==> src/rtl/acia.sv <==
// acia: 6850-style serial port, fixed 8N1, bit timing from the pclk strobe.
// Build with ACIA_RX_EN defined to include the receiver; TX-only otherwise.
//
// Ports:
//   clk      system clock, rising edge
//   reset_n  synchronous active-low reset
//   pclk     one-cycle tick enable for bit timing
//   cs_n     chip select, active low
//   we_n     0 = write, 1 = read
//   rs       0 = control/status, 1 = tx/rx data
//   rx       serial input, idle high
//   din      cpu write data
//   dout     registered read data
//   tx       serial output, idle high
//   irq_n    interrupt request, active low
module acia #(
  parameter int clk_freq = 3333333,
  parameter int baudrate = 115200
) (
  input  logic       clk,
  input  logic       reset_n,
  input  logic       pclk,
  input  logic       cs_n,
  input  logic       we_n,
  input  logic       rs,
  input  logic       rx,
  input  logic [7:0] din,
  output logic [7:0] dout,
  output logic       tx,
  output logic       irq_n
);

  localparam int DIV = (clk_freq + baudrate / 2) / baudrate;
  localparam int CW = (DIV > 2) ? $clog2(DIV) : 1;
  localparam logic [CW-1:0] TMAX = CW'(DIV - 1);

  logic wr, rd, wr_ctrl, wr_data;
  logic mres, srst;

  assign wr      = !cs_n && !we_n;
  assign rd      = !cs_n && we_n;
  assign wr_ctrl = wr && !rs;
  assign wr_data = wr && rs;
  // master reset behaves exactly like reset_n for all tx/rx state
  assign mres    = wr_ctrl && (din[1:0] == 2'b11);
  assign srst    = !reset_n || mres;

  logic [7:0] ctrl;
  logic       tie, rie;

  always_ff @(posedge clk) begin
    if (srst) ctrl <= '0;
    else if (wr_ctrl) ctrl <= din;
  end

  assign tie = (ctrl[6:5] == 2'b01);
  assign rie = ctrl[7];

  // transmitter
  typedef enum logic { TX_IDLE, TX_SEND } tx_state_t;

  tx_state_t       tx_state, tx_next;
  logic [CW-1:0]   tx_tick;
  logic [3:0]      tx_cnt;
  logic [9:0]      tx_frame;
  logic [7:0]      thr;
  logic            tdre;
  logic            tx_load;

  always_comb begin
    tx_next = tx_state;
    tx_load = 1'b0;
    unique case (tx_state)
      TX_IDLE: begin
        if (!tdre) begin
          tx_load = 1'b1;
          tx_next = TX_SEND;
        end
      end
      TX_SEND: begin
        if (pclk && tx_tick == TMAX && tx_cnt == 4'd9)
          tx_next = TX_IDLE;
      end
    endcase
  end

  always_ff @(posedge clk) begin
    if (srst) begin
      tx_state <= TX_IDLE;
      tx_tick  <= '0;
      tx_cnt   <= '0;
      tx_frame <= '1;
      tdre     <= 1'b1;
      thr      <= '0;
    end else begin
      tx_state <= tx_next;
      if (tx_load) begin
        tx_frame <= {1'b1, thr, 1'b0};
        tx_tick  <= '0;
        tx_cnt   <= '0;
      end else if (tx_state == TX_SEND && pclk) begin
        if (tx_tick == TMAX) begin
          tx_tick  <= '0;
          tx_cnt   <= tx_cnt + 4'd1;
          tx_frame <= {1'b1, tx_frame[9:1]};
        end else begin
          tx_tick <= tx_tick + CW'(1);
        end
      end
      if (tx_load) tdre <= 1'b1;
      // a cpu write on the transfer edge wins: new byte pending
      if (wr_data) begin
        thr  <= din;
        tdre <= 1'b0;
      end
    end
  end

  assign tx = tx_frame[0];

  // receiver
  logic       rdrf, fe, ovrn;
  logic [7:0] rdr;
  logic       unused;

`ifdef ACIA_RX_EN
  localparam logic [CW-1:0] HALF = CW'(DIV / 2 - 1);

  typedef enum logic [1:0] {
    RX_IDLE, RX_START, RX_DATA, RX_STOP
  } rx_state_t;

  rx_state_t     rx_state, rx_next;
  logic [CW-1:0] rx_tick;
  logic [2:0]    rx_cnt;
  logic [7:0]    rx_sh;
  logic          rx_s1, rx_s2, rx_s3;
  logic          rx_half, rx_full, rx_done;
  logic          rd_data;

  assign rd_data = rd && rs;
  assign rx_half = pclk && (rx_tick == HALF);
  assign rx_full = pclk && (rx_tick == TMAX);

  always_comb begin
    rx_next = rx_state;
    rx_done = 1'b0;
    unique case (rx_state)
      RX_IDLE: begin
        if (rx_s3 && !rx_s2) rx_next = RX_START;
      end
      RX_START: begin
        if (rx_half) rx_next = rx_s2 ? RX_IDLE : RX_DATA;
      end
      RX_DATA: begin
        if (rx_full && rx_cnt == 3'd7) rx_next = RX_STOP;
      end
      RX_STOP: begin
        if (rx_full) begin
          rx_done = 1'b1;
          rx_next = RX_IDLE;
        end
      end
    endcase
  end

  always_ff @(posedge clk) begin
    if (srst) begin
      rx_state <= RX_IDLE;
      rx_tick  <= '0;
      rx_cnt   <= '0;
      rx_sh    <= '0;
      rx_s1    <= 1'b1;
      rx_s2    <= 1'b1;
      rx_s3    <= 1'b1;
      rdr      <= '0;
      rdrf     <= 1'b0;
      fe       <= 1'b0;
      ovrn     <= 1'b0;
    end else begin
      rx_s1    <= rx;
      rx_s2    <= rx_s1;
      rx_s3    <= rx_s2;
      rx_state <= rx_next;
      if (rx_next != rx_state || rx_state == RX_IDLE || rx_full)
        rx_tick <= '0;
      else if (pclk)
        rx_tick <= rx_tick + CW'(1);
      if (rx_state == RX_START)
        rx_cnt <= '0;
      else if (rx_state == RX_DATA && rx_full)
        rx_cnt <= rx_cnt + 3'd1;
      if (rx_state == RX_DATA && rx_full)
        rx_sh <= {rx_s2, rx_sh[7:1]};
      if (rd_data) begin
        rdrf <= 1'b0;
        fe   <= 1'b0;
        ovrn <= 1'b0;
      end
      // completion beats a same-edge read; ovrn uses pre-edge rdrf
      if (rx_done) begin
        rdr  <= rx_sh;
        fe   <= ~rx_s2;
        ovrn <= rdrf;
        rdrf <= 1'b1;
      end
    end
  end

  assign unused = ^ctrl[4:0];
`else
  assign rdrf   = 1'b0;
  assign fe     = 1'b0;
  assign ovrn   = 1'b0;
  assign rdr    = '0;
  assign unused = ^{ctrl[4:0], rx};
`endif

  logic       irq;
  logic [7:0] status;

  assign irq    = (rie && (rdrf || ovrn)) || (tie && tdre);
  assign irq_n  = ~irq;
  assign status = {irq, 1'b0, ovrn, fe, 2'b00, tdre, rdrf};

  always_ff @(posedge clk) begin
    if (!reset_n) dout <= '0;
    else if (rd) dout <= rs ? rdr : status;
  end

endmodule

==> config.mk <==
export PLATFORM = sky130hd
export DESIGN_NAME = acia
export DESIGN_NICKNAME = d
export VERILOG_FILES = /design/src/rtl/acia.sv
export SDC_FILE = /design/constraint.sdc
export NUM_CORES = 1
export LEC_CHECK = 0
export CAP_MARGIN = 0
export CORE_MARGIN = 10
export CORE_UTILIZATION = 45
export DETAILED_ROUTE_END_ITERATION = 8
export PLACE_DENSITY = 0.7
export REMOVE_ABC_BUFFERS = 1
export SYNTH_ARGS = -nofsm -noshare
export SYNTH_HDL_FRONTEND = slang
export SYNTH_SLANG_ARGS = --single-unit
==> constraint.sdc <==
create_clock -name clk -period 1.5 [get_ports clk]
set_input_delay 0.3 -clock clk [delete_from_list [all_inputs] [get_ports clk]]
set_output_delay 0.3 -clock clk [all_outputs]
set_load 0.01 [all_outputs]
### Yosys cells after proc, flatten, opt, wreduce, memory -nomap -nowiden

Index checks and enable logic that the tools add are counted.

| word-level totals | value |
|---|---|
| register bits after elaboration | 43 |
| input bits | 15 |
| output and inout bits | 10 |
| logic and storage cells | 47 |

| operators by class | value |
|---|---|
| bitwise logic cells | 2 |
| multiplexer cells | 11 |
| $add $sub $neg | 2 |
| eq/ne operators | 4 |
| reductions and logical operators | 20 |

Operator list:

| kind | number |
|---|---|
| two-way mux 9 bit | 3 |
| logical AND 1 bit | 9 |
| two-way mux 8 bit | 1 |
| nonzero test 2 bit | 3 |
| adder 5 x 1 -> 5 bit (second input constant) | 1 |
| equality test 5 bit (second input constant) | 1 |
| two-way mux 1 bit | 5 |
| two-way mux 5 bit | 1 |
| adder 4 x 1 -> 4 bit (second input constant) | 1 |
| equality test 4 bit (second input constant) | 1 |
| zero test 1 bit | 4 |
| AND reduction 2 bit | 2 |
| equality test 2 x 1 -> 1 bit (second input constant) | 1 |
| equality test 2 bit (second input constant) | 1 |
| NOT 1 bit | 2 |
| case mux 1 bit (2 select lines) | 1 |
| OR reduction 2 bit | 1 |
| logical OR 1 bit | 1 |

### Logic depth before layout (Yosys ltp)

| depth | value |
|---|---|
| word-level depth | 6 |
| depth in mapped cells | 7 |
| mapped depth without buffers | 6 |

### Least setup slack after synthesis

No wires, ideal clock.

| timing | value |
|---|---|
| path kind | register to register |
| start point | reg tx_tick[0] |
| end point | reg tx_state |
| arrival time | 1.177 ns |
| period minus slack after synthesis | 1.263 ns |
| slack | 0.237 ns |
| path buffers | 0 |
| cell stages (with the launch flop) | 7 |
| data required time | 1.414 ns |
| setup time | 0.086 ns |
| cell sequence | dfxtp_1 inv_1 ha_1 and4_2 nand2_2 nor3_1 a211oi_1 |

| between the ends | value |
|---|---|
| word-level cells in the longest chain between the ends | 5 |

RTL lines:

| element | RTL line | source |
|---|---|---|
| from (decl) | 63 | `logic [CW-1:0] tx_tick;` |
| from (signal assigned) | 107 | `tx_tick <= tx_tick + CW'(1);` |
| equality test 5 bit | 81 | `if (pclk && tx_tick == TMAX && tx_cnt == 4'd9)` |
| logical AND 1 bit (2 in series) | 81 |  |
| two-way mux 1 bit | 81 |  |
| case mux 1 bit (2 select lines) | 73 | `unique case (tx_state)` |
| to (signal assigned) | 96 | `tx_state <= tx_next;` |
| to (decl) | 62 | `tx_state_t tx_state, tx_next;` |

Every way passes these cells.
A chain may end at the register's enable or synchronous reset.

### Final worst setup path

| timing | value |
|---|---|
| start point | reg tx_tick[1] |
| end point | reg tx_cnt[1] |

| between the ends | value |
|---|---|
| word-level cells in the longest chain between the ends | 2 |

RTL lines:

| element | RTL line | source |
|---|---|---|
| equality test 5 bit | 102 | `if (tx_tick == TMAX) begin` |
| AND reduction 2 bit (no line) | - |  |
| to (signal assigned) | 104 | `tx_cnt <= tx_cnt + 4'd1;` |
| to (decl) | 64 | `logic [3:0] tx_cnt;` |

Every way passes these cells.

==> out/metrics.yaml <==
grt:
  grt_max_degree: 12
  grt_pass1_vias: 1186
  antenna_found_initial: 0
  grt_use_total: 0.102
  grt_pass1_wl_um: 5020
  grt_overflow_total: 0
synth:
  synth-edff-count: 0
  ys_ff_latch: 32
  syn_avg_cell_area_um2: 8.49
  ys_top_cells_by_area: "dfxtp_1 (44%), nand2_1 (9.6%), nor2_1 (4.2%)"
  synth.cell_area_mm2: 0.00144
  synthFlopType: "dfxtp_1"
  syn_inst: 170
  async_flop_share: 0
  synth_top_area_frac: 0.444
  yosysTopAreaCell: "dfxtp_1"
  ys_seq_area_frac: 0.444
  ys_warn_count: 0
  synth.distinct_cells: 33
timing:
  worst_hold_slack_ns: 0.459
  skew_ns: 0.0113
  hold_viol: 0
  grt_setup_unrepaired: "false"
  fmax_ghz: 0.710
  fin_tns_setup_ns: 0
  min_period_ns: 1.41
  worst_slack_ns: 0.0911
  setup_viol: 0
  period_share: 0.939
  report.final.slew_viol_count: 0
floorplanning:
  rows: 20
  die_y_um: 76.6
  fp.dieW_um: 76.6
  ioPinCount: 25
  core-area_mm2: 0.00305
  initial_utilization: 0.473
  fp.dieArea_mm2: 0.00587
run:
  maxCapViolCount: 0
cts:
  h-tree-depth: 2
  clk_pin_slew_ns: 0.10
  clkLatencyLatePin_ns: 0.34
  cts_buffer_depth: 2
  clock-sinks: 32
  cts-root-buf: "clkbuf_4"
  numCtsBuffers: 5
  cts_tree: "yes"
worst_setup_path:
  cp-end-kind: "flip-flop"
  path_cells: "inv_1 > ha_2 > nand4_4 > nor2_4 > buf_4 > nor2_2 > a211oi_2"
  cp_num_buf_inv: 2
  path_max_fanout: 4
  worst_setup_path_start_kind: "flip-flop"
  crit_family: "simple AND/OR/NAND/NOR gates"
  arrival_ns: 1.67
  cpMaxStageDelayCell: "dfxtp_2"
  required_ns: 1.76
  worstSetupPathType: "reg2reg"
  cpPeakStageDelay_ns: 0.35
placement:
  dpl.cell_count: 240
  gp_congestion: 0.804
  placement.io_buffers: 17
  place_hpwl_um: 2360
  place_ws_ns: -0.125
layout:
  syn2layout_area_growth_pct: 25.3
  drive_gt1_frac: 0.172
  final_common_cell: "nand2_1"
  diodes: 0
  nNetsFinal: 222
  stdcell_count: 248
  mostFrequentLayoutCells: "nand2_1 (37), dfxtp_1 (31), nor2_1 (16), buf_4 (16), clkdlybuf4s50_1 (13)"
pwr:
  p_leak_nw: 0.714
  finalPower_mw: 1.68
  ir_worst_vdd_mv: 0.665
  p_per_area_mw_per_mm2: 931
drt:
  ant_nets: 0
  routed_wl_um: 3050
  wl_per_cell_um: 12.3
  vias: 1217
  drt-initial-drc-count: 51
  via_per_inst: 4.91
  drc: 0
  drtPass1Iterations: 4
hold_path:
  holdCritPathClass: "reg2reg"
outcome:
  outcome: "complete, no violations"
==> sequential cells by signal, summed over array words and instances (netlist names) <==
register and count:
tx_tick 5, tx_frame 9, tx_cnt 4, thr 8, tdre 1, ctrl 2, dout 2, tx_state 1
==> metrics by stage <==
step / area (um^2) / util
after floorplan: 1380 / -
after global placement: 1720 / 0.564
after detailed placement: 1720 / 0.564
after CTS: 1790 / 0.588
after global routing: 1810 / 0.592
final: 1810 / 0.592
==> cells by family (layout without fill, tap and decap cells) <==
kind of cell / count (synthesis) / count (layout) / share of synthesized area
other: 1 / 6 / 0.00260
adders and majority gates: 4 / 4 / 0.0347
xor gates and xnor gates: 6 / 6 / 0.0364
muxes: 3 / 3 / 0.0208
buffers and inverters: 17 / 46 / 0.0711
and+or+nand+nor: 85 / 85 / 0.283
AOI/OAI and AO/OA: 22 / 22 / 0.108
DFF: 32 / 32 / 0.444
==> repair_timing <==
action,in CTS,in global routing
endpoints found under the setup margin,4,2
pin swaps,0,1
cloned,0,0
setup buffers,0,0
resized for setup,4,4
hold buffers,0,0
==> cell usage after synthesis, types with 4 or more instances <==
cell type   n
nand3_1    11
dfxtp_1    32
o2111ai_1   4
buf_2       4
nand4_1     4
nor2_1     16
nor3_1      4
a21oi_1    11
ha_1        4
inv_1       5
buf_4       7
nand2_1    37
==> area by class of cell <==
class                   instances  area (um^2)
well taps                      44         55.1
flip-flops and latches         32          642
multi-input cells             126          729
clock inverters                 2         35.0
repair buffers                 33          287
inverters                       5         18.8
fillers                       296         1240
clock buffers                   6         41.3
==> power breakdown <==
part	switching [mW]	internal (mW)	total, mW
logic	0.0764	0.0757	0.152
registers	0.0116	0.871	0.882
clock network	0.300	0.349	0.649
==> routing by layer <==
layer,global-route usage,share of wire,vias up
li1,-,-,628
met1,0.102,0.43,559
met2,0.176,0.48,25
met3,0.0507,0.067,5
met4,0.0446,0.015,0
met5,0,0,-
==> worst min-delay path, cell delays in order (launching register included) <==
cell	delay (ns)
dfxtp_1	0.32
nand2_1	0.05
a21oi_1	0.05
==> final timing paths <==
kind                                                to  cells after the start                    start  slack, ns
worst max register to register  tx_cnt[1]$_SDFFE_PP0P_                      7  tx_tick[1]$_SDFFE_PP0N_       0.09
worst min-delay path               thr[5]$_SDFFE_PP0P_                      2      thr[5]$_SDFFE_PP0P_       0.46
worst min register to register     thr[5]$_SDFFE_PP0P_                      2      thr[5]$_SDFFE_PP0P_       0.46
worst max-delay path            tx_cnt[1]$_SDFFE_PP0P_                      7  tx_tick[1]$_SDFFE_PP0N_       0.09
(Power assumes the default switching activity.)
